`config.mk`:
```
export PLATFORM = sky130hd
export DESIGN_NAME = signed_search_ctrl_flat
export DESIGN_NICKNAME = d
export VERILOG_FILES = /design/src/rtl/signed_search_ctrl_pkg.sv /design/src/rtl/signed_search_ctrl_if.sv /design/src/rtl/signed_search_ctrl_mid_calc.sv /design/src/rtl/signed_search_ctrl.sv /design/src/flat_wrapper.sv
export SDC_FILE = /design/constraint.sdc
export NUM_CORES = 1
export LEC_CHECK = 0
export BUFFER_PORTS_ARGS = -buffer_cell sky130_fd_sc_hd__buf_2
export CAP_MARGIN = 20
export CORE_UTILIZATION = 63
export DETAILED_ROUTE_END_ITERATION = 8
export PLACE_DENSITY = 0.85
export SETUP_SLACK_MARGIN = 0.4
export SYNTH_ARGS = -nofsm -noshare
export SYNTH_HDL_FRONTEND = slang
export SYNTH_HIERARCHICAL = 1
export SYNTH_SLANG_ARGS = --single-unit
export TNS_END_PERCENT = 20
```
`constraint.sdc`:
```
create_clock -name clk -period 9.1 [get_ports clk]
set_clock_uncertainty 0.05 [all_clocks]
set_input_delay 0.91 -clock clk [delete_from_list [all_inputs] [get_ports clk]]
set_output_delay 0.91 -clock clk [all_outputs]
set_load 0.01 [all_outputs]
```
`src/rtl/signed_search_ctrl_pkg.sv`:
```
// Shared encodings for the signed compare-interface search controller.
// Holds FSM state codes, responder flag codes and the default timeout.
package signed_search_ctrl_pkg;

    localparam logic [1:0] S_IDLE  = 2'd0;
    localparam logic [1:0] S_ISSUE = 2'd1;
    localparam logic [1:0] S_WAIT  = 2'd2;
    localparam logic [1:0] S_DONE  = 2'd3;

    // Flags packed as {AgtB, AeqB, AltB}
    localparam logic [2:0] RESP_GT = 3'b100;
    localparam logic [2:0] RESP_EQ = 3'b010;
    localparam logic [2:0] RESP_LT = 3'b001;

    localparam int DEFAULT_TIMEOUT = 15;

endpackage

```
`src/rtl/signed_search_ctrl_if.sv`:
```
// Compare bus between the search initiator (master) and a compare responder (slave).
interface signed_search_ctrl_if #(
    parameter int WIDTH = 4
);
    logic [WIDTH-1:0] guess;
    logic             query_valid;
    logic             resp_valid;
    logic             AgtB;
    logic             AeqB;
    logic             AltB;

    modport master (
        output guess, query_valid,
        input  resp_valid, AgtB, AeqB, AltB
    );

    modport slave (
        input  guess, query_valid,
        output resp_valid, AgtB, AeqB, AltB
    );
endinterface

```
`src/rtl/signed_search_ctrl_mid_calc.sv`:
```
// Combinational floor((lo+hi)/2) on signed WIDTH+1-bit bounds.
// The sum is widened by one bit so the midpoint never overflows.
module signed_mid_calc #(
    parameter int WIDTH = 4
) (
    input  logic signed [WIDTH:0] lo,
    input  logic signed [WIDTH:0] hi,
    output logic signed [WIDTH:0] mid
);
    logic signed [WIDTH+1:0] sum;
    logic                    unused_lsb;

    always_comb begin
        sum        = {lo[WIDTH], lo} + {hi[WIDTH], hi};
        // Dropping the LSB of a two's-complement sum is an arithmetic shift (floor)
        mid        = sum[WIDTH+1:1];
        unused_lsb = sum[0];
    end
endmodule

```
`src/rtl/signed_search_ctrl.sv`:
```
// Binary-search initiator: drives guesses on the compare bus and narrows
// signed [lo,hi] bounds until the responder reports equality or an error.
module signed_search_ctrl
    import signed_search_ctrl_pkg::*;
#(
    parameter int WIDTH   = 4,
    parameter int TIMEOUT = DEFAULT_TIMEOUT
) (
    input  logic                      clk,
    input  logic                      reset,
    input  logic                      start,
    signed_search_ctrl_if.master      cmp,
    output logic                      busy,
    output logic                      done,
    output logic                      found,
    output logic [WIDTH-1:0]          result,
    output logic [2:0]                num_queries,
    output logic                      error
);
    localparam int MAXQ = WIDTH + 1;
    localparam int QW   = ($clog2(MAXQ + 1) > 3) ? $clog2(MAXQ + 1) : 3;
    localparam int TW   = ($clog2(TIMEOUT + 1) > 1) ? $clog2(TIMEOUT + 1) : 1;

    typedef logic signed [WIDTH:0] bound_t;
    localparam bound_t LO_INIT = bound_t'(-(1 <<< (WIDTH - 1)));
    localparam bound_t HI_INIT = bound_t'((1 <<< (WIDTH - 1)) - 1);

    if (WIDTH < 2 || WIDTH > 8) begin : g_bad_width
        $error("signed_search_ctrl: WIDTH must be 2..8");
    end
    if (TIMEOUT < 1) begin : g_bad_timeout
        $error("signed_search_ctrl: TIMEOUT must be >= 1");
    end

    logic [1:0]       state_q, state_d;
    bound_t           lo_q, lo_d, hi_q, hi_d;
    bound_t           mid, lo_inc, hi_dec, lo_n, hi_n;
    logic [WIDTH-1:0] guess_q, guess_d;
    logic             qv_q, qv_d;
    logic             busy_q, busy_d;
    logic             done_q, done_d;
    logic             found_q, found_d;
    logic [WIDTH-1:0] result_q, result_d;
    logic [QW-1:0]    nq_q, nq_d;
    logic             err_q, err_d;
    logic [TW-1:0]    tmo_q, tmo_d;
    logic [2:0]       flags;

    signed_mid_calc #(.WIDTH(WIDTH)) u_mid (
        .lo  (lo_q),
        .hi  (hi_q),
        .mid (mid)
    );

    always_comb begin
        state_d  = state_q;
        lo_d     = lo_q;
        hi_d     = hi_q;
        guess_d  = guess_q;
        qv_d     = qv_q;
        found_d  = found_q;
        result_d = result_q;
        nq_d     = nq_q;
        err_d    = err_q;
        tmo_d    = tmo_q;
        flags    = {cmp.AgtB, cmp.AeqB, cmp.AltB};
        lo_inc   = mid + bound_t'(1);
        hi_dec   = mid - bound_t'(1);
        lo_n     = (flags == RESP_LT) ? lo_inc : lo_q;
        hi_n     = (flags == RESP_GT) ? hi_dec : hi_q;

        case (state_q)
            S_IDLE: begin
                if (start) begin
                    lo_d     = LO_INIT;
                    hi_d     = HI_INIT;
                    nq_d     = '0;
                    err_d    = 1'b0;
                    found_d  = 1'b0;
                    result_d = '0;
                    state_d  = S_ISSUE;
                end
            end
            S_ISSUE: begin
                guess_d = mid[WIDTH-1:0];
                qv_d    = 1'b1;
                tmo_d   = '0;
                state_d = S_WAIT;
            end
            S_WAIT: begin
                // A response on the expiry cycle is checked first, so it wins
                if (cmp.resp_valid) begin
                    qv_d = 1'b0;
                    nq_d = nq_q + QW'(1);
                    case (flags)
                        RESP_EQ: begin
                            found_d  = 1'b1;
                            result_d = mid[WIDTH-1:0];
                            state_d  = S_DONE;
                        end
                        RESP_GT, RESP_LT: begin
                            lo_d = lo_n;
                            hi_d = hi_n;
                            if (lo_n > hi_n || nq_d == QW'(MAXQ)) begin
                                err_d   = 1'b1;
                                state_d = S_DONE;
                            end else begin
                                state_d = S_ISSUE;
                            end
                        end
                        default: begin
                            err_d   = 1'b1;
                            found_d = 1'b0;
                            state_d = S_DONE;
                        end
                    endcase
                end else if (tmo_q == TW'(TIMEOUT - 1)) begin
                    err_d   = 1'b1;
                    qv_d    = 1'b0;
                    state_d = S_DONE;
                end else begin
                    tmo_d = tmo_q + TW'(1);
                end
            end
            default: begin
                state_d = S_IDLE;
            end
        endcase

        busy_d = (state_d == S_ISSUE) || (state_d == S_WAIT);
        done_d = (state_d == S_DONE);
    end

    always_ff @(posedge clk) begin
        if (reset) begin
            state_q  <= S_IDLE;
            lo_q     <= '0;
            hi_q     <= '0;
            guess_q  <= '0;
            qv_q     <= 1'b0;
            busy_q   <= 1'b0;
            done_q   <= 1'b0;
            found_q  <= 1'b0;
            result_q <= '0;
            nq_q     <= '0;
            err_q    <= 1'b0;
            tmo_q    <= '0;
        end else begin
            state_q  <= state_d;
            lo_q     <= lo_d;
            hi_q     <= hi_d;
            guess_q  <= guess_d;
            qv_q     <= qv_d;
            busy_q   <= busy_d;
            done_q   <= done_d;
            found_q  <= found_d;
            result_q <= result_d;
            nq_q     <= nq_d;
            err_q    <= err_d;
            tmo_q    <= tmo_d;
        end
    end

    assign cmp.guess       = guess_q;
    assign cmp.query_valid = qv_q;
    assign busy            = busy_q;
    assign done            = done_q;
    assign found           = found_q;
    assign result          = result_q;
    assign num_queries     = nq_q[2:0];
    assign error           = err_q;
endmodule
```
`src/flat_wrapper.sv`:
```
// flat-port wrapper written by rule: the top's interface ports become plain ports
module signed_search_ctrl_flat import signed_search_ctrl_pkg::*;
#(
    parameter int WIDTH   = 4,
    parameter int TIMEOUT = DEFAULT_TIMEOUT
)
  (clk, reset, start, busy, done, found, result, num_queries, error, cmp_guess, cmp_query_valid, cmp_resp_valid, cmp_AgtB, cmp_AeqB, cmp_AltB);
  signed_search_ctrl_if #(.WIDTH(WIDTH)) cmp_i ();
  input  logic clk;
  input  logic reset;
  input  logic start;
  output logic busy;
  output logic done;
  output logic found;
  output logic [WIDTH-1:0] result;
  output logic [2:0] num_queries;
  output logic error;
  output wire logic [$bits(cmp_i.guess)-1:0] cmp_guess;
  output wire logic [$bits(cmp_i.query_valid)-1:0] cmp_query_valid;
  input wire logic [$bits(cmp_i.resp_valid)-1:0] cmp_resp_valid;
  input wire logic [$bits(cmp_i.AgtB)-1:0] cmp_AgtB;
  input wire logic [$bits(cmp_i.AeqB)-1:0] cmp_AeqB;
  input wire logic [$bits(cmp_i.AltB)-1:0] cmp_AltB;
  assign cmp_guess = cmp_i.guess;
  assign cmp_query_valid = cmp_i.query_valid;
  assign cmp_i.resp_valid = cmp_resp_valid;
  assign cmp_i.AgtB = cmp_AgtB;
  assign cmp_i.AeqB = cmp_AeqB;
  assign cmp_i.AltB = cmp_AltB;
  signed_search_ctrl #(.WIDTH(WIDTH), .TIMEOUT(TIMEOUT)) u_core (.clk(clk), .reset(reset), .start(start), .cmp(cmp_i), .busy(busy), .done(done), .found(found), .result(result), .num_queries(num_queries), .error(error));
endmodule
```
Word level (Yosys, flattened, before mapping)
Cells that the tools add are included.

Shift operators: 0. Magnitude comparators: 1. Multiplexer cells: 38. Divide/modulo/power cells: 0. Multipliers: 0. Equal/unequal tests: 20. Add/sub/neg operators: 5. Reductions and logical operators: 13. Bitwise logic cells: 0.

Operators with widths (count): $mux W5 (8); $mux W4 (5); $pmux W5 S2 (2); $pmux W4 S2 (2); $ne A2 B2 Y1 const B (7); $reduce_and A4 Y1 (3); $mux W2 (5); $pmux W1 S2 (5); $mux W1 (7); $add A5 B5 Y6 (1); $eq A2 B2 Y1 const B (3); $eq A3 B3 Y1 const B (2); $mux W3 (2); $pmux W2 S3 (1); $pmux W3 S2 (1); $reduce_and A3 Y1 (2); $add A5 B2 Y5 const B (1); $gt A5 B5 Y1 (1); $reduce_and A5 Y1 (1); $sub A5 B2 Y5 const B (1); $add A4 B1 Y4 const B (1); $eq A2 B1 Y1 const B (2); $eq A4 B4 Y1 const B (1); $ne A4 B3 Y1 const B (1); 10 further kinds (12).

Memories kept: 0. Word-level logic and storage cells: 89. Input port bits: 7. Bits in read-only memories: 0. Memory bits (writable): 0. Bits in latches: 0. Bits in registers: 32. Output and inout port bits: 16.

Depth between registers and ports, before layout
Gate-level depths: netlist (run 1).

Depth after elaboration: 11. Mapped depth: 16. Gate-level depth less buffers: 15.

Hierarchy
Netlist (run 1), hierarchy kept.

By module, submodules not included: signed_search_ctrl (cells an instance 212, times used 1, area an instance 1901.8 µm², seq. area each 640.6 µm²); signed_mid_calc (cells an instance 17, times used 1, area an instance 150.1 µm², seq. area each 0.0 µm²).

Worst setup path before layout (run 1)
No wires, ideal clock.

Path type: register to register. Start: register u_core.lo_q[0]. End: register u_core.busy_q, in the netlist u_core/busy. Stages on the path, launching flop included: 17. Arrival: 3361 ps. Path buffers: 1. Setup time: 114 ps. Required time: 8936 ps. Period minus slack after synthesis: 3524 ps. Setup slack: 5576 ps. Path through: dfxtp_1 and2_1 fa_1 a21o_1 a21oi_2 xnor2_1 clkbuf_1 nor3b_1 xor2_1 mux2i_1 ha_1 nor3b_1 o221ai_1 a221oi_1 a21oi_1 ha_1 nor2b_1.

Word-level cells in the longest chain between the ends: 11. Elaborated cells between the ends (all ways): 14. Those cells by class: add/sub: 3; order compare: 1; eq/ne: 2; mux: 6; reduce/logical: 2.

RTL lines: start, declared (line signed_search_ctrl.sv:36) `bound_t lo_q, lo_d, hi_q, hi_d;`; start signal, assigned (line signed_search_ctrl.sv:150) `lo_q <= lo_d;`; $add A5 B5 Y6 * (line signed_search_ctrl_mid_calc.sv:14) `sum = {lo[WIDTH], lo} + {hi[WIDTH], hi};`; net u_core.mid[3] (line signed_search_ctrl.sv:37) `bound_t mid, lo_inc, hi_dec, lo_n, hi_n;`; $add A5 B2 Y5 / $sub A5 B2 Y5 (equally long branches) (line signed_search_ctrl.sv:67, signed_search_ctrl.sv:68); $mux W5 (on tied branches) (line signed_search_ctrl.sv:69, signed_search_ctrl.sv:70); $gt A5 B5 Y1 * (line signed_search_ctrl.sv:104) `if (lo_n > hi_n || nq_d == QW'(MAXQ)) begin`; $logic_or A1 B1 Y1 * (line signed_search_ctrl.sv:104); $mux W2 * (line signed_search_ctrl.sv:104); $mux W2 * (line signed_search_ctrl.sv:95) `case (flags)`; $mux W2 * (line signed_search_ctrl.sv:92) `if (cmp.resp_valid) begin`; $pmux W2 S3 * (line signed_search_ctrl.sv:72) `case (state_q)`; net u_core.state_d[1] (line signed_search_ctrl.sv:35) `logic [1:0] state_q, state_d;`; $eq A2 B1 Y1 / $eq A2 B2 Y1 (equally long branches) (line signed_search_ctrl.sv:130) `busy_d = (state_d == S_ISSUE) || (state_d == S_WAIT);`; $logic_or A1 B1 Y1 * (line signed_search_ctrl.sv:130); net u_core.busy_d (line signed_search_ctrl.sv:40) `logic busy_q, busy_d;`; end signal, assigned (line signed_search_ctrl.sv:154) `busy_q <= busy_d;`; end, declared (line signed_search_ctrl.sv:40).

The timed path passes the listed nets; every way through them passes the cells marked *. A chain may end at the register's enable or synchronous reset.

Worst setup path in the final report (run 1)
Same ends and word-level chain as after synthesis.

==> results.py, run 1 <==
metrics = {
    "global_routing": {
        "top_usage_layer": "met2",
        "first_pass_grt_wire_length_um": 7286,
        "global_route.usage.met3": 0.07424,
        "grt_pass1_vias": 1567,
        "globalRoute.totalOverflow": 0,
        "globalRouteTotalUtil": 0.2895,
        "groute.layer.met1.usage": 0.3885,
        "gr-usage-met2": 0.4318,
        "antenna_found_initial": 0,
        "grt_max_degree": 29,
    },
    "pwr": {
        "ir_worst_vdd_mv": 0.1188,
        "power.density_mw_per_mm2": 163.7,
        "power.leakage_uw": 0.0009523,
    },
    "logic_synthesis": {
        "synth.top_cells.by_count": "sky130_fd_sc_hd__dfxtp_1 (32), sky130_fd_sc_hd__ha_1 (20), sky130_fd_sc_hd__a21oi_1 (18)",
        "synthFlopType": "sky130_fd_sc_hd__dfxtp_1",
        "synth_area_leader_cell": "sky130_fd_sc_hd__dfxtp_1",
        "synth-warning-count": 6,
        "postSynthCellCount": 229,
        "sequential_cell_area_fraction_in_the_yosys_report": 0.3122,
        "post_synth_num_cell_types": 49,
        "synthArstFlopShare": 0,
        "synth_seq_cells": 32,
        "synthMostInstantiatedCell": "sky130_fd_sc_hd__dfxtp_1",
        "synth_enable_flop_cells": 0,
        "mappedNetlistArea_mm2": 0.002052,
        "synthDominantCellAreaShare": 0.3122,
        "syn_avg_cell_area_um2": 8.961,
        "syn-num-nets": 257,
        "synth.area.top_cells": "sky130_fd_sc_hd__dfxtp_1 (31%), sky130_fd_sc_hd__ha_1 (12%), sky130_fd_sc_hd__a21oi_1 (4.4%), sky130_fd_sc_hd__o21ai_0 (4.1%), sky130_fd_sc_hd__xor2_1 (3.8%)",
    },
    "worst_setup_path": {
        "start_kind": "flop",
        "critical_path_class": "flop to flop",
        "cp_max_fo": 6,
        "timing.reg2reg.worst_path_depth": 15,
        "critPathRequiredTime_ns": 9.27,
        "critical_path_endpoint_category": "flop",
        "worst_ep_arrival_time_ns": 4.02,
    },
    "clocking": {
        "total_clock_sinks": 32,
        "clk-insertion-delay-late_ns": 0.35,
        "cts_buffers": 5,
        "cts_root_buf": "sky130_fd_sc_hd__clkbuf_4",
        "resize_count_post_cts": 0,
        "clk_pin_slew_ns": 0.11,
        "cts.repair_timing.setup_buffer_count": 0,
        "cts.hold.buffers_added": 0,
        "htree_num_levels": 2,
        "cts_tree": "done",
        "cts_max_path_buffers": 2,
    },
    "route": {
        "drt-wirelength-per-cell_um": 14.93,
        "totalWireLength_um": 4403,
        "avgViaCountPerCell": 5.922,
        "route.detailed.drc": 0,
        "postRouteAntennaNets": 0,
        "drt_pass_1_iters": 4,
        "drt_iter0_markers": 101,
        "detailroute.via_count": 1747,
    },
    "timing": {
        "setup-tns-final_ns": 0,
        "timing_hold_violations_final": 0,
        "timing.slew.headroom": 0.5821,
        "worstMarginPinSlew_ns": 0.6247,
        "layout_worst_path_cycle_share": 0.4229,
        "clock.fmax_mhz": 259.8,
        "rsz_0062_raised_after_global_routing": "false",
        "setup_viol_count_final": 0,
        "hold_slack_ns": 0.4531,
        "final_period_minus_worst_setup_slack_ns": 3.848,
        "slew_viol_final": 0,
    },
    "finish": {
        "share_of_cells_above_drive_strength_1": 0.1633,
        "area_growth_pct": 7.683,
        "fin_util": 0.7179,
        "finish.net_count": 278,
        "antenna_cells": 0,
        "filler_cell_count": 249,
    },
    "placed_design": {
        "dp_hpwl_um": 3292,
        "numPortBuffers": 22,
        "gp_congestion": 0.8865,
    },
    "floorplan": {
        "die_ht_um": 59.07,
        "fp.coreArea_mm2": 0.003078,
        "boundaryPins": 23,
        "floorplan.rows": 20,
        "die_width_um": 59.07,
        "initial_core_util": 0.6667,
        "area_of_the_die_mm2": 0.003489,
    },
    "worst_hold_path": {
        "hold_class": "flop to flop",
        "min_delay_path_depth": 2,
    },
    "run_status": {
        "status": "finished, final reports clean",
    },
    "job": {
        "drv_cap": 0,
    },
}
[layer usage]
metal  wire length [um]  up-vias
met1               2026      808
met2               2010       48
li1                   -      877
met5                  0        -
met4                122        0
met3                243       14
[worst paths after layout]
kind,startpoint,to,slack [ns]
min,u_core/result[0],u_core/result[0],0.45
max,u_core/lo_q[0],u_core/busy,5.25
max reg2reg,u_core/lo_q[0],u_core/busy,5.25
min reg2reg,u_core/result[0],u_core/result[0],0.45
[per-stage QoR]
| step | total power, uW | worst slack, ns | instance area [um2] | instances |
|---|---|---|---|---|
| after floorplan | 254.5 | 5.576 | 2052 | 229 |
| after global placement | 277.8 | 5.391 | 2153 | 287 |
| after detailed placement | 280.3 | 5.298 | 2153 | 287 |
| after CTS | 362.1 | 5.288 | 2210 | 295 |
| after global routing | 384.4 | 4.887 | 2210 | 295 |
| final | 361.7 | 5.252 | 2210 | 295 |
[layout make-up]
class,instances,area [um2],share of cell area
multi-input combinational,172,1284,0.5810
sequential,32,640.6,0.2899
timing repair buffer,22,110.1,0.04983
inverter,17,63.81,0.02888
tap,44,55.05,0.02492
clock buffer,5,37.54,0.01699
clock inverter,3,18.77,0.008494
[state kept, by name, summed over array words and instances, names as in the netlist]
register                cells
u_core/hi_q                 5
u_core/error                1
u_core/cmp.guess            4
u_core/cmp.query_valid      1
u_core/tmo_q                4
u_core/found                1
u_core/lo_q                 5
u_core/busy                 1
u_core/done                 1
u_core/state_q              2
u_core/num_queries          3
u_core/result               4
[power by group]
part           total (uW)  switching, uW  internal [uW]  leakage, uW
combinational         120           70.9           49.2     0.000657
sequential            159           8.81            150     0.000260
clock                82.3           52.8           29.6    0.0000349
total                 362            133            229     0.000952
[layout by cell type (no fill, tap or decap), types with 2 or more instances in the layout]
cell type                  count
sky130_fd_sc_hd__mux2i_1       7
sky130_fd_sc_hd__a22oi_1       5
sky130_fd_sc_hd__o221a_1       3
sky130_fd_sc_hd__o21ai_0      17
sky130_fd_sc_hd__a21oi_1      18
sky130_fd_sc_hd__and2_1        3
sky130_fd_sc_hd__xnor2_1       2
sky130_fd_sc_hd__o32ai_1       2
sky130_fd_sc_hd__nor3b_1       3
sky130_fd_sc_hd__clkinv_2      2
sky130_fd_sc_hd__a31oi_1       4
sky130_fd_sc_hd__xor2_1        9
sky130_fd_sc_hd__nor3b_4       3
sky130_fd_sc_hd__inv_1        17
sky130_fd_sc_hd__nand2_1      13
sky130_fd_sc_hd__buf_2        22
sky130_fd_sc_hd__nand2b_1      3
sky130_fd_sc_hd__ha_1         20
sky130_fd_sc_hd__a221oi_1      4
sky130_fd_sc_hd__nor3_1        6
sky130_fd_sc_hd__dfxtp_1      32
sky130_fd_sc_hd__a211oi_1      2
sky130_fd_sc_hd__a21boi_0      2
sky130_fd_sc_hd__nand3_1       7
sky130_fd_sc_hd__nor2_1       15
sky130_fd_sc_hd__mux2_2        2
sky130_fd_sc_hd__mux2_4        2
sky130_fd_sc_hd__nor2b_1       2
sky130_fd_sc_hd__clkbuf_4      5
[worst max-delay path, cell delays in order (launching register included)]
cell and delay, ns:
sky130_fd_sc_hd__dfxtp_1 0.35, sky130_fd_sc_hd__and2_1 0.17, sky130_fd_sc_hd__fa_1 0.39, sky130_fd_sc_hd__xor2_1 0.40, sky130_fd_sc_hd__inv_1 0.09, sky130_fd_sc_hd__ha_1 0.21
sky130_fd_sc_hd__nor3b_1 0.15, sky130_fd_sc_hd__xor2_1 0.16, sky130_fd_sc_hd__mux2i_1 0.11, sky130_fd_sc_hd__ha_1 0.34, sky130_fd_sc_hd__nor3b_1 0.18, sky130_fd_sc_hd__o221ai_1 0.14
sky130_fd_sc_hd__a221oi_1 0.44, sky130_fd_sc_hd__a21oi_1 0.14, sky130_fd_sc_hd__ha_1 0.28, sky130_fd_sc_hd__nor2b_1 0.12
[cell families (layout without fill, tap and decap cells)]
kind of cell               after synthesis  count (layout)  share of synthesized area
buffers and inverters                   25              47                    0.06219
and+or+nand+nor                         62              62                     0.1701
AOI/OAI and AO/OA                       67              67                     0.2171
muxes                                   11              11                    0.05976
adders and majority gates               21              21                     0.1317
DFF                                     32              32                     0.3122
xor gates and xnor gates                11              11                    0.04695
Note: power is estimated with default switching activity, not from simulation.
==> inputs of run 2 (changes only) <==
--- a/config.mk
+++ b/config.mk
@@ -7,9 +7,9 @@
 export LEC_CHECK = 0
 export BUFFER_PORTS_ARGS = -buffer_cell sky130_fd_sc_hd__buf_2
 export CAP_MARGIN = 20
-export CORE_UTILIZATION = 63
+export CORE_UTILIZATION = 52
 export DETAILED_ROUTE_END_ITERATION = 8
-export PLACE_DENSITY = 0.85
+export PLACE_DENSITY = 0.75
 export SETUP_SLACK_MARGIN = 0.4
 export SYNTH_ARGS = -nofsm -noshare
 export SYNTH_HDL_FRONTEND = slang
==> constraint.sdc (replaced) <==
create_clock -name clk -period 3.5 [get_ports clk]
set_clock_uncertainty 0.05 [all_clocks]
set_input_delay 0.35 -clock clk [delete_from_list [all_inputs] [get_ports clk]]
set_output_delay 0.35 -clock clk [all_outputs]
set_load 0.01 [all_outputs]
==> run 2 against run 1 <==
  * Hold slack got worse by 0.074 ns
  * Count of clock-buffer cells in the layout stayed put
  * Power grew to 3.0 times the previous value
  * Sequential share of layout area shrank 2.7 points
  * Register-to-register slack got worse by 5.2 ns
  * Maximum frequency increased by 12%
  * Routed wire length rose by 5.6%
  * Final cell count grew 7.8%
==> results.py, run 2 (synthesis gave the netlist of run 1 again) <==
metrics = {
    "timing": {
        "setup_viol_count_final": 0,
        "rsz_0062_raised_after_global_routing": "true",
        "final_period_minus_worst_setup_slack_ns": 3.447,
        "timing_hold_violations_final": 0,
        "layout_worst_path_cycle_share": 0.9849,
        "clock.fmax_mhz": 290.1,
        "worstMarginPinSlew_ns": 0.5120,
        "slew_viol_final": 0,
        "hold_slack_ns": 0.3795,
        "timing.slew.headroom": 0.6587,
    },
    "clocking": {
        "cts_buffers": 5,
        "clk_pin_slew_ns": 0.07,
        "total_clock_sinks": 32,
        "cts_root_buf": "sky130_fd_sc_hd__clkbuf_8",
        "htree_num_levels": 2,
        "clk-insertion-delay-late_ns": 0.29,
        "cts_tree": "done",
        "cts_max_path_buffers": 2,
    },
    "route": {
        "drt_iter0_markers": 115,
        "detailroute.via_count": 1800,
        "drt-wirelength-per-cell_um": 14.62,
        "route.detailed.drc": 0,
        "totalWireLength_um": 4649,
        "drt_pass_1_iters": 4,
        "postRouteAntennaNets": 0,
        "avgViaCountPerCell": 5.660,
    },
    "job": {
        "drv_cap": 0,
    },
    "worst_setup_path": {
        "worst_ep_arrival_time_ns": 3.55,
        "cp_max_fo": 4,
        "start_kind": "flop",
        "critical_path_class": "flop to flop",
        "timing.reg2reg.worst_path_depth": 15,
        "critPathRequiredTime_ns": 3.60,
        "critical_path_endpoint_category": "flop",
    },
    "global_routing": {
        "grt_max_degree": 29,
        "first_pass_grt_wire_length_um": 7755,
        "globalRouteTotalUtil": 0.2431,
        "globalRoute.totalOverflow": 0,
        "antenna_found_initial": 0,
        "grt_pass1_vias": 1639,
    },
    "finish": {
        "finish.net_count": 297,
        "ff_latch_area_um2": 645.6,
        "finalNonFillerCells": 318,
        "filler_cell_count": 330,
        "layout_top_registers": "u_core/hi_q (5), u_core/lo_q (5)",
        "area_of_combinational_cells_with_multiple_inputs_mm2": 0.001338,
        "area_growth_pct": 19.51,
        "final_common_cell": "sky130_fd_sc_hd__dfxtp_1",
        "share_of_cells_above_drive_strength_1": 0.2778,
        "leading_cell_types_in_the_layout_fill_and_taps_excluded": "sky130_fd_sc_hd__dfxtp_1 (28), sky130_fd_sc_hd__buf_2 (22), sky130_fd_sc_hd__ha_1 (19), sky130_fd_sc_hd__buf_4 (19)",
        "antenna_cells": 0,
        "layout.cell_area.non_filler_mm2": 0.002452,
    },
    "pwr": {
        "combPwrFrac": 0.348,
        "power_frac_seq": 0.383,
        "ir_worst_vdd_mv": 0.2999,
        "power.density_mw_per_mm2": 440.0,
        "share_clk_of_total_power": 0.269,
        "p_sw_frac": 0.3483,
        "power.leakage_uw": 0.001060,
        "cell_internal_pwr_uw": 703.1,
        "p_sw_uw": 375.8,
    },
    "floorplan": {
        "floorplan.rows": 22,
        "die_ht_um": 64.82,
        "die_width_um": 64.82,
        "boundaryPins": 23,
        "area_of_the_die_mm2": 0.004201,
        "fp.coreArea_mm2": 0.003716,
        "initial_core_util": 0.5522,
    },
    "placed_design": {
        "gp_congestion": 0.8413,
        "numPortBuffers": 22,
        "dp_hpwl_um": 3393,
        "placedCellCount": 296,
        "placed_area_mm2": 0.002226,
    },
    "worst_hold_path": {
        "min_delay_path_depth": 4,
        "hold_class": "primary input to flop",
    },
    "run_status": {
        "status": "finished, final reports clean",
    },
}
-- run 2: timing repair --
item	4_1_cts	5_1_grt
pin swaps	7	6
buffers inserted	13	1
resized for setup	2	6
hold buffers	0	0
setup endpoints to repair	4	5
hold endpoints to repair	0	0
-- run 2: worst paths after layout --
path / startpoint / endpoint / slack (ns)
worst max-delay path: u_core/lo_q[0] / u_core/busy / 0.05
worst min-delay path: start / u_core/error / 0.38
worst max register to register: u_core/lo_q[0] / u_core/busy / 0.05
worst min register to register: u_core/cmp.query_valid / u_core/cmp.query_valid / 0.43
-- run 2: metal layers --
metal,track usage,up-vias,routed length (um)
met5,0,-,0
met4,0.07500,0,53
met3,0.04225,5,207
met2,0.3841,34,2140
met1,0.3344,851,2248
li1,-,910,-
-- run 2: cell type report --
class                      instances  share of cell area
sequential                        32              0.2633
clock inverter                     3            0.009694
multi-input combinational        172              0.5454
timing repair buffer              41              0.1031
clock buffer                       5             0.02806
tap                               48             0.02449
inverter                          17             0.02602
-- run 2: power groups by stage --
stage	clock (uW)	combinational, uW	sequential, uW
floorplan	0	250	422
detailed placement	0	337	421
global route	312	410	417
global placement	0	332	420
finish	290	376	413
CTS	297	361	412
-- run 2: critical path: stages, from the launching register on --
cell	delay (ns)
sky130_fd_sc_hd__dfxtp_2	0.33
sky130_fd_sc_hd__and2_4	0.15
sky130_fd_sc_hd__fa_2	0.36
sky130_fd_sc_hd__a21o_1	0.18
sky130_fd_sc_hd__a21oi_2	0.16
sky130_fd_sc_hd__xnor2_2	0.12
sky130_fd_sc_hd__nor3b_2	0.19
sky130_fd_sc_hd__xor2_1	0.16
sky130_fd_sc_hd__mux2i_1	0.12
sky130_fd_sc_hd__ha_1	0.33
sky130_fd_sc_hd__nor3b_2	0.20
sky130_fd_sc_hd__o221ai_2	0.12
sky130_fd_sc_hd__a221oi_2	0.36
sky130_fd_sc_hd__a21oi_2	0.09
sky130_fd_sc_hd__ha_1	0.27
sky130_fd_sc_hd__nor2b_1	0.13
-- run 2: per-stage QoR --
step | power [uW] | setup slack (ns) | utilization | TNS [ns]
final | 1079 | 0.05294 | 0.6599 | 0
after global routing | 1140 | -0.09753 | 0.6599 | -0.09753
after CTS | 1071 | 0.03951 | 0.6525 | 0
after detailed placement | 757.6 | 0.02741 | 0.5990 | 0
after global placement | 752.4 | 0.09617 | 0.5990 | 0
after floorplan | 672.6 | 0.1854 | - | 0
==> inputs of run 3 (changes only) <==
--- a/config.mk
+++ b/config.mk
@@ -10,6 +10,7 @@
 export CORE_UTILIZATION = 52
 export DETAILED_ROUTE_END_ITERATION = 8
 export PLACE_DENSITY = 0.75
+export REMOVE_ABC_BUFFERS = 1
 export SETUP_SLACK_MARGIN = 0.4
 export SYNTH_ARGS = -nofsm -noshare
 export SYNTH_HDL_FRONTEND = slang
==> run 3 against run 2 <==
  * Via count decreased by 0.61%
  * Hold slack got worse by 0.0041 ns
  * Critical endpoint unchanged
  * Setup slack worse by 0.042 ns
  * Final cell count shrank 2.5%
  * Register-to-register slack worse by 0.04 ns
  * Critical path type unchanged
  * Largest cell class unchanged
  * Sequential share of layout area increased by 0.55 points
  * Critical path depth did not move
  * Largest power group unchanged
==> results.py, run 3 (synthesis gave the netlist of run 1 again) <==
metrics = {
    "run_status": {
        "status": "finished, final reports clean",
    },
    "finish": {
        "final_common_cell": "sky130_fd_sc_hd__dfxtp_1",
        "fin_util": 0.6414,
        "layout.cell_area.non_filler_mm2": 0.002384,
        "finalNonFillerCells": 310,
        "share_of_cells_above_drive_strength_1": 0.2366,
        "area_growth_pct": 16.16,
        "antenna_cells": 0,
        "layout_top_registers": "u_core/hi_q (5), u_core/lo_q (5)",
        "finish.net_count": 289,
        "leading_cell_types_in_the_layout_fill_and_taps_excluded": "sky130_fd_sc_hd__dfxtp_1 (32), sky130_fd_sc_hd__buf_2 (22), sky130_fd_sc_hd__ha_1 (19)",
    },
    "global_routing": {
        "antenna_found_initial": 0,
        "globalRoute.totalOverflow": 0,
        "globalRouteTotalUtil": 0.2415,
        "first_pass_grt_wire_length_um": 7679,
        "grt_max_degree": 29,
        "grt_pass1_vias": 1632,
    },
    "worst_setup_path": {
        "start_kind": "flop",
        "critPathRequiredTime_ns": 3.62,
        "critical_path_endpoint_category": "flop",
        "critical_path.reg2reg.startpoint": "u_core/lo_q[0]",
        "crit_start": "u_core/lo_q[0]",
        "cp_max_fo": 3,
        "worst_ep_arrival_time_ns": 3.60,
        "reg2reg_to": "u_core/busy",
        "timing.reg2reg.worst_path_depth": 15,
        "critPathCapture": "u_core/busy",
        "ff2ff_setup_slack_ns": 0.01,
        "critical_path_class": "flop to flop",
    },
    "pwr": {
        "ir_worst_vdd_mv": 0.2974,
        "power.leakage_uw": 0.001023,
        "power.density_mw_per_mm2": 453.6,
    },
    "floorplan": {
        "die_ht_um": 64.82,
        "fp.coreArea_mm2": 0.003716,
        "area_of_the_die_mm2": 0.004201,
        "initial_core_util": 0.5522,
        "die_width_um": 64.82,
        "boundaryPins": 23,
        "floorplan.rows": 22,
    },
    "route": {
        "drt-wirelength-per-cell_um": 15.03,
        "route.detailed.drc": 0,
        "met3RoutedLength_um": 191,
        "detailroute.via_count": 1789,
        "drt_pass_1_iters": 4,
        "drt_iter0_markers": 81,
        "routedLengthMet1_um": 2170,
        "routed-wl-met2_um": 2187,
        "avgViaCountPerCell": 5.771,
        "totalWireLength_um": 4659,
        "top_layer": "met4",
        "postRouteAntennaNets": 0,
    },
    "worst_hold_path": {
        "hold_path_startpoint": "start",
        "hold_class": "primary input to flop",
    },
    "job": {
        "drv_cap": 0,
    },
    "clocking": {
        "cts_tree": "done",
        "clk_pin_slew_ns": 0.08,
        "cts_max_path_buffers": 2,
        "total_clock_sinks": 32,
        "htree_num_levels": 2,
        "cts_buffers": 5,
        "cts.hold.buffers_added": 0,
        "clk-insertion-delay-late_ns": 0.30,
        "cts_root_buf": "sky130_fd_sc_hd__clkbuf_8",
    },
    "timing": {
        "timing.slew.headroom": 0.6667,
        "layout_worst_path_cycle_share": 0.9968,
        "setup_viol_count_final": 0,
        "slew_viol_final": 0,
        "final_period_minus_worst_setup_slack_ns": 3.489,
        "worst_slack_ns": 0.01126,
        "rsz_0062_raised_after_global_routing": "true",
        "hold_slack_ns": 0.3754,
        "clock.fmax_mhz": 286.6,
        "worstMarginPinSlew_ns": 0.5000,
        "timing_hold_violations_final": 0,
    },
    "placed_design": {
        "dp_hpwl_um": 3336,
        "placed_area_mm2": 0.002218,
        "gp_congestion": 0.8417,
        "numPortBuffers": 22,
        "placedCellCount": 299,
        "dpl_worst_slack_ns": -0.1126,
    },
}
[run 3: cell count changes in the layout (fill, tap and decap cells not counted)]
cell / delta
sky130_fd_sc_hd__a21oi_1: -1
sky130_fd_sc_hd__a21oi_2: +1
sky130_fd_sc_hd__and2_1: +1
sky130_fd_sc_hd__and2_4: -1
sky130_fd_sc_hd__buf_4: -8
sky130_fd_sc_hd__dfxtp_1: +4
sky130_fd_sc_hd__dfxtp_2: -4
sky130_fd_sc_hd__nor3_1: +1
sky130_fd_sc_hd__nor3_2: -1
[run 3: worst min-delay path by stage]
stage | endpoint | slack, ns | cells after the start
after floorplan | u_core/cmp.query_valid | 0.37 | 1
after global placement | u_core/cmp.query_valid | 0.40 | 2
after detailed placement | u_core/error | 0.41 | 2
after CTS | u_core/error | 0.37 | 4
after global routing | u_core/error | 0.43 | 4
final | u_core/error | 0.38 | 4
[run 3: critical path, cell delays in order (launching register included)]
cell	delay [ns]
sky130_fd_sc_hd__dfxtp_1	0.31
sky130_fd_sc_hd__and2_1	0.16
sky130_fd_sc_hd__fa_2	0.37
sky130_fd_sc_hd__a21o_1	0.19
sky130_fd_sc_hd__a21oi_2	0.18
sky130_fd_sc_hd__xnor2_2	0.17
sky130_fd_sc_hd__buf_4	0.18
sky130_fd_sc_hd__xor2_1	0.16
sky130_fd_sc_hd__a21oi_1	0.11
sky130_fd_sc_hd__ha_1	0.33
sky130_fd_sc_hd__nand3_1	0.12
sky130_fd_sc_hd__a2bb2oi_1	0.17
sky130_fd_sc_hd__a221oi_2	0.36
sky130_fd_sc_hd__a21oi_2	0.11
sky130_fd_sc_hd__ha_2	0.26
sky130_fd_sc_hd__nor2b_1	0.12
[run 3: metal layers]
metal	track usage	vias up
met5	0	-
met2	0.3841	49
met3	0.05106	16
met1	0.3160	831
li1	-	893
met4	0.09444	0
[run 3: what timing repair did]
action                     in CTS  in global routing
pin swaps                      11                  1
setup buffers                   2                  1
resized for setup               7                  3
setup endpoints to repair       4                  4
[run 3: final cells by class]
type / count / area [um2]
Multi-Input combinational cell: 172 / 1334
Fill cell: 328 / 1333
Sequential cell: 32 / 640.6
Timing Repair Buffer: 33 / 192.7
Clock buffer: 5 / 68.82
Inverter: 17 / 63.81
Tap cell: 48 / 60.06
Clock inverter: 3 / 23.77
[run 3: through the flow]
| step | total power [uW] | TNS (ns) |
|---|---|---|
| after detailed placement | 749.2 | -0.1316 |
| final | 1081 | 0 |
| after floorplan | 647.3 | 0 |
| after CTS | 1068 | 0 |
| after global placement | 745.0 | 0 |
| after global routing | 1138 | -0.1717 |
[run 3: power by group]
group,leakage (uW),internal [uW],switching [uW],total [uW]
Combinational,0.000723,163,210,373
Clock,0.0000404,141,157,298
Sequential,0.000260,391,19.4,411
